===== src/rtl/pfs_regbank_arbiter.sv =====
// Shared register bank for the PFS bus: independent round-robin read and
// write arbitration over NSLV slaves, sequential clear sweep after reset,
// read-only version register, masked readback register and a self-clearing
// soft-reset control bit.
module pfs_regbank_arbiter #(
    parameter int NSLV           = 4,
    parameter int DWIDTH         = 16,
    parameter int NREGS          = 256,
    parameter int AWIDTH         = 8,
    parameter int VERSION        = 21,
    parameter int VERSION_ADDR   = 0,
    parameter int CONTROL_ADDR   = 1,
    parameter int SOFT_RESET_BIT = 0,
    parameter int SOFT_RESET_DUR = 4,
    parameter int MASK_ADDR      = 2,
    parameter int RD_MASK        = 'h7fff,
    parameter int CLEAR_ON_SOFT  = 1
) (
    input  logic                     clock,
    input  logic                     reset,
    input  logic [NSLV-1:0]          wr_req,
    input  logic [NSLV*AWIDTH-1:0]   wr_addr,
    input  logic [NSLV*DWIDTH-1:0]   wr_data,
    output logic [NSLV-1:0]          wr_gnt,
    input  logic [NSLV-1:0]          rd_req,
    input  logic [NSLV*AWIDTH-1:0]   rd_addr,
    output logic [NSLV-1:0]          rd_gnt,
    output logic [DWIDTH-1:0]        rd_data,
    output logic [NSLV-1:0]          rd_valid,
    output logic                     busy,
    output logic                     soft_reset
);

    localparam int PW = (NSLV > 1) ? $clog2(NSLV) : 1;
    localparam int SW = $clog2(SOFT_RESET_DUR + 1);

    typedef enum logic {S_CLEAR, S_RUN} state_t;

    state_t            r_state, w_state_nxt;
    logic [AWIDTH-1:0] r_cnt, w_cnt_nxt;
    logic [PW-1:0]     r_wr_ptr, r_rd_ptr;
    logic [DWIDTH-1:0] r_mem [NREGS];
    logic [SW-1:0]     r_sr_cnt;
    logic [DWIDTH-1:0] r_rd_data;
    logic [NSLV-1:0]   r_rd_valid;

    logic              w_run;
    logic [PW:0]       w_wr_pick, w_rd_pick;
    logic [PW-1:0]     w_wr_sel, w_rd_sel;
    logic              w_wr_en, w_rd_en;
    logic [AWIDTH-1:0] w_wr_addr, w_rd_addr;
    logic [DWIDTH-1:0] w_wr_data, w_wr_store, w_rd_val;
    logic              w_wr_is_ver, w_wr_is_ctl, w_sr_trig;

    // Returns {found, index} of the first requester at or after ptr, wrapping.
    function automatic logic [PW:0] f_rr_pick(input logic [NSLV-1:0] req,
                                              input logic [PW-1:0]   ptr);
        logic [PW:0]  pick;
        logic [31:0]  idx;
        pick = '0;
        for (int unsigned i = 0; i < NSLV; i++) begin
            idx = i + {{(32-PW){1'b0}}, ptr};
            if (idx >= 32'(NSLV)) idx = idx - 32'(NSLV);
            if (!pick[PW] && req[idx[PW-1:0]]) pick = {1'b1, idx[PW-1:0]};
        end
        return pick;
    endfunction

    function automatic logic [PW-1:0] f_next(input logic [PW-1:0] sel);
        return (sel == PW'(NSLV - 1)) ? '0 : sel + 1'b1;
    endfunction

    assign w_run     = (r_state == S_RUN) && !reset;
    assign w_wr_pick = f_rr_pick(wr_req, r_wr_ptr);
    assign w_rd_pick = f_rr_pick(rd_req, r_rd_ptr);
    assign w_wr_en   = w_run && w_wr_pick[PW];
    assign w_rd_en   = w_run && w_rd_pick[PW];
    assign w_wr_sel  = w_wr_pick[PW-1:0];
    assign w_rd_sel  = w_rd_pick[PW-1:0];
    assign wr_gnt    = w_wr_en ? (NSLV'(1) << w_wr_sel) : '0;
    assign rd_gnt    = w_rd_en ? (NSLV'(1) << w_rd_sel) : '0;

    assign w_wr_addr   = wr_addr[w_wr_sel*AWIDTH +: AWIDTH];
    assign w_wr_data   = wr_data[w_wr_sel*DWIDTH +: DWIDTH];
    assign w_rd_addr   = rd_addr[w_rd_sel*AWIDTH +: AWIDTH];
    assign w_wr_is_ver = (w_wr_addr == AWIDTH'(VERSION_ADDR));
    assign w_wr_is_ctl = (w_wr_addr == AWIDTH'(CONTROL_ADDR));
    assign w_sr_trig   = w_wr_en && w_wr_is_ctl && w_wr_data[SOFT_RESET_BIT];
    assign w_wr_store  = w_wr_is_ctl ? (w_wr_data & ~(DWIDTH'(1) << SOFT_RESET_BIT))
                                     : w_wr_data;

    assign busy       = (r_state == S_CLEAR) || reset;
    assign soft_reset = (r_sr_cnt != '0) && !reset;
    assign rd_data    = r_rd_data;
    assign rd_valid   = r_rd_valid;

    // Read mux: version constant and masked register override the store.
    always_comb begin
        w_rd_val = r_mem[w_rd_addr];
        if (w_rd_addr == AWIDTH'(VERSION_ADDR))
            w_rd_val = DWIDTH'(VERSION);
        else if (w_rd_addr == AWIDTH'(MASK_ADDR))
            w_rd_val = r_mem[w_rd_addr] & DWIDTH'(RD_MASK);
    end

    // Next state: sweep NREGS addresses, then run until a soft-reset trigger.
    always_comb begin
        w_state_nxt = r_state;
        w_cnt_nxt   = r_cnt;
        case (r_state)
            S_CLEAR: begin
                w_cnt_nxt = r_cnt + 1'b1;
                if (r_cnt == AWIDTH'(NREGS - 1)) w_state_nxt = S_RUN;
            end
            S_RUN: begin
                if ((CLEAR_ON_SOFT != 0) && w_sr_trig) begin
                    w_state_nxt = S_CLEAR;
                    w_cnt_nxt   = '0;
                end
            end
            default: w_state_nxt = S_CLEAR;
        endcase
    end

    // State and sweep counter register.
    always_ff @(posedge clock) begin
        if (reset) begin
            r_state <= S_CLEAR;
            r_cnt   <= '0;
        end else begin
            r_state <= w_state_nxt;
            r_cnt   <= w_cnt_nxt;
        end
    end

    // Round-robin pointers advance past the slave just granted.
    always_ff @(posedge clock) begin
        if (reset) begin
            r_wr_ptr <= '0;
            r_rd_ptr <= '0;
        end else begin
            if (w_wr_en) r_wr_ptr <= f_next(w_wr_sel);
            if (w_rd_en) r_rd_ptr <= f_next(w_rd_sel);
        end
    end

    // Register store: clear sweep or granted write; version writes dropped.
    always_ff @(posedge clock) begin
        if (!reset) begin
            if (r_state == S_CLEAR)
                r_mem[r_cnt] <= '0;
            else if (w_wr_en && !w_wr_is_ver)
                r_mem[w_wr_addr] <= w_wr_store;
        end
    end

    // Registered read port; store reads the pre-write value.
    always_ff @(posedge clock) begin
        if (reset) begin
            r_rd_data  <= '0;
            r_rd_valid <= '0;
        end else begin
            r_rd_valid <= rd_gnt;
            r_rd_data  <= w_rd_en ? w_rd_val : '0;
        end
    end

    // Soft-reset pulse counter; a retrigger reloads the full duration.
    always_ff @(posedge clock) begin
        if (reset)
            r_sr_cnt <= '0;
        else if (w_sr_trig)
            r_sr_cnt <= SW'(SOFT_RESET_DUR);
        else if (r_sr_cnt != '0)
            r_sr_cnt <= r_sr_cnt - 1'b1;
    end

endmodule


===== config.mk =====
export PLATFORM = sky130hd
export DESIGN_NAME = pfs_regbank_arbiter
export DESIGN_NICKNAME = d
export VERILOG_FILES = /design/src/rtl/pfs_regbank_arbiter.sv
export SDC_FILE = /design/constraint.sdc
export NUM_CORES = 2
export LEC_CHECK = 0
export CORE_MARGIN = 2
export CORE_UTILIZATION = 55
export DETAILED_ROUTE_END_ITERATION = 12
export HOLD_SLACK_MARGIN = 0.05
export PLACE_DENSITY = 0.67
export SLEW_MARGIN = 20
export SYNTH_ARGS = -nofsm -noshare
export SYNTH_HDL_FRONTEND = slang
export SYNTH_SLANG_ARGS = --single-unit

===== constraint.sdc =====
create_clock -name clock -period 47.7 [get_ports clock]
set_input_delay 9.54 -clock clock [delete_from_list [all_inputs] [get_ports clock]]
set_output_delay 9.54 -clock clock [all_outputs]
set_load 0.01 [all_outputs]

==> results.sh <==
export IMPL_crit_type="in2out"
export IMPL_cpMaxStageDelayCell="clkdlybuf4s50_1"
export IMPL_comb_power_share_pct=9.3
export IMPL_dr_pass1_iters=8
export IMPL_die_h_um=546.6
export IMPL_seqPwrFrac_pct=50.3
export IMPL_port_buffers=167
export IMPL_critPathCaptureType="output port"
export IMPL_post_cts_resized=0
export IMPL_cts_path_max_buffers=4
export IMPL_fin_hold_ws_ns=0.5070
export IMPL_pwr_share_clk_pct=40.4
export IMPL_sw_frac_of_total_pct=24.18
export IMPL_startpoint_type="input pin"
export IMPL_core_um2=293300
export IMPL_min_period_ns=22.11
export IMPL_netlist_area_um2=161900
export IMPL_fmax_mhz=45.23
export IMPL_slew_viol_final=0
export IMPL_syn_inst=8848
export IMPL_min_path_type="reg2reg"
export IMPL_ys_top_cells_by_count="4096 x edfxtp_1, 1251 x nand2_1, 720 x mux4_2"
export IMPL_cts_sinks=4132
export IMPL_grt_remaining_overflow=0
export IMPL_globalplace_congestion=0.9243
export IMPL_grt_max_degree=209
export IMPL_p_switching_mw=1.890
export IMPL_path_max_fanout=51
export IMPL_post_route_util_pct=62.40
export IMPL_p_leak_nw=64.13
export IMPL_grt_usage_pct=33.01
export IMPL_cap_violations=0
export IMPL_synth_most_common_cell="edfxtp_1"
export IMPL_crit_required_ns=38.16
export IMPL_peakVddDrop_mv=0.03598
export IMPL_synth_edf_count=4096
export IMPL_viasPerCell=6.890
export IMPL_tns_ns=0
export IMPL_fin_nets=9461
export IMPL_yosysTopAreaCell="edfxtp_1"
export IMPL_htree_levels=5
export IMPL_root_buffer="clkbuf_16"
export IMPL_ys_seq_area_share_pct=76.40
export IMPL_power_density_nw_per_um2=42.70
export IMPL_remaining_drc_errors=0
export IMPL_wl_um=499900
export IMPL_syn_to_final_growth_pct=13.02
export IMPL_crit_family="buffers and inverters"
export IMPL_vias=93730
export IMPL_clk_latency_ns=1.01
export IMPL_crit_path_max_incr_delay_ns=0.48
export IMPL_worstMarginPinSlew_ns=1.264
export IMPL_path_clk_slew_ns=0.06
export IMPL_post_drt_wl_per_cell_um=36.75
export IMPL_drtAntennaViolNets=0
export IMPL_synth_cell_types=89
export IMPL_synth_main_ff_cell="edfxtp_1"
export IMPL_path_buf_inv=5
export IMPL_grt_pass1_wl_um=690700
export IMPL_drive_gt1_share_pct=19.81
export IMPL_ios=168
export IMPL_ctsHoldBuffers=0
export IMPL_drtIter0Drc=16570
export IMPL_dieWidth_um=546.6
export IMPL_cts_setup_buffers=0
export IMPL_yosysTopAreaCellShare_pct=75.95
export IMPL_avgSynthCellArea_um2=18.30
export IMPL_place_inst=12820
export IMPL_finalHoldViolCount=0
export IMPL_synthTopCellsByArea="edfxtp_1 76%, mux4_2 10%, nand2_1 2.9%"
export IMPL_cts_tree="done"
export IMPL_finalCritPeriodShare_pct=46.35
export IMPL_slew_headroom_pct=15.20
export IMPL_crit_arrival_ns=12.57
export IMPL_rsz0062_at_grt="false"
export IMPL_status="complete, no violations"
export IMPL_p_int_mw=5.925
export IMPL_finClkSkew_ns=0.07653
export IMPL_initial_core_util_pct=55.21
export IMPL_setup_viol=0
export IMPL_fin_cells=13600
export IMPL_yosysWarnings=0
export IMPL_dpl_hpwl_um=289500
export IMPL_antenna_found_initial=42
export IMPL_grt_pass1_vias=89170
export IMPL_crit_path_cell_trace="clkdlybuf4s50_1, a21o_1, a21oi_2, o21a_1, buf_4, clkinv_1, buf_4, ha_1, and3_1, clkdlybuf4s50_1"
export IMPL_num_rows=199
export IMPL_synth_ff_latch_count=4132
export IMPL_async_flop_share_pct=0
export IMPL_numCtsBuffers=403
export IMPL_syn_num_nets=8997
export IMPL_dieArea_um2=298800
[worst min-delay path, delay by kind of cell, from the launching register on]
| kind | cells | cell delay [ns] |
|---|---|---|
| flip-flops | 1 | 0.31 |
| AND/OR/NAND/NOR | 1 | 0.10 |
| AO/OA/AOI/OAI | 1 | 0.05 |
[power groups by stage]
stage          Clock, mW  Combinational, mW  Sequential [mW]
5_1_grt             3.31              0.735             3.93
3_3_place_gp           0              0.697             4.01
3_5_place_dp           0              0.702             4.01
6_report            3.16              0.726             3.93
4_1_cts             3.17              0.705             3.93
2_1_floorplan          0              0.411             4.01
[area by class of cell]
class / instances / area (um^2)
antenna: 31 / 77.57
clock buffer: 490 / 10530
clock inverter: 256 / 2514
fill: 20410 / 110300
inverter: 29 / 108.9
multi-input combinational: 4132 / 35860
sequential: 4132 / 123700
tap: 3919 / 4903
timing repair buffer: 614 / 5311
[per-stage QoR]
step	total power, mW	worst slack [ns]	cell area [um^2]
after global routing	7.975	25.43	182900
final	7.815	25.59	183000
after global placement	4.707	25.73	169600
after CTS	7.812	25.63	182800
after detailed placement	4.713	25.64	169700
after floorplan	4.421	23.15	161900
[flip-flops by register name, summed over array words and instances, names as in the netlist]
register	count
r_mem	4096
rd_data	16
r_wr_ptr	2
r_sr_cnt	3
r_rd_ptr	2
r_state	1
rd_valid	4
r_cnt	8
[final timing paths]
path / endpoint / cells after the start / slack [ns] / startpoint
setup / recovery: wr_gnt[0] / 10 / 25.59 / wr_req[1]
hold / removal: r_sr_cnt[1]$_SDFFE_PP0N_ / 2 / 0.51 / r_sr_cnt[1]$_SDFFE_PP0N_
setup reg to reg: rd_data[14]$_SDFF_PP0_ / 15 / 38.83 / r_rd_ptr[0]$_SDFFE_PP0P_
hold reg to reg: r_sr_cnt[1]$_SDFFE_PP0N_ / 2 / 0.51 / r_sr_cnt[1]$_SDFFE_PP0N_
[per-layer routing]
| metal | GRT usage (%) | routed length [um] | up-vias |
|---|---|---|---|
| met2 | 48.99 | 225200 | 7530 |
| li1 | - | - | 36680 |
| met5 | 0 | 296 | - |
| met3 | 8.974 | 67910 | 1299 |
| met4 | 17.92 | 30800 | 30 |
| met1 | 44.95 | 175700 | 48190 |
[kinds of logic after synthesis]
logic type,count (synthesis),synth area share [%]
flip-flops,4132,76.40
adder cells (fa/ha/maj),11,0.08499
multiplexers,906,11.17
buffers and inverters,584,2.019
XOR/XNOR,1,0.005410
AND/OR/NAND/NOR,2191,5.768
AO/OA/AOI/OAI,1023,4.553
[placed cells by master, fill, tap and decap left out, drive strengths merged, types with 127 or more instances in the layout]
cell,n
clkinv,201
nor2,328
and3,142
a31oi,127
a21oi,146
clkbuf,490
mux4,720
edfxtp,4096
nand2,1253
buf,447
clkdlybuf4s50,167
mux2i,177
nand3,369
(Power assumes the default switching activity.)
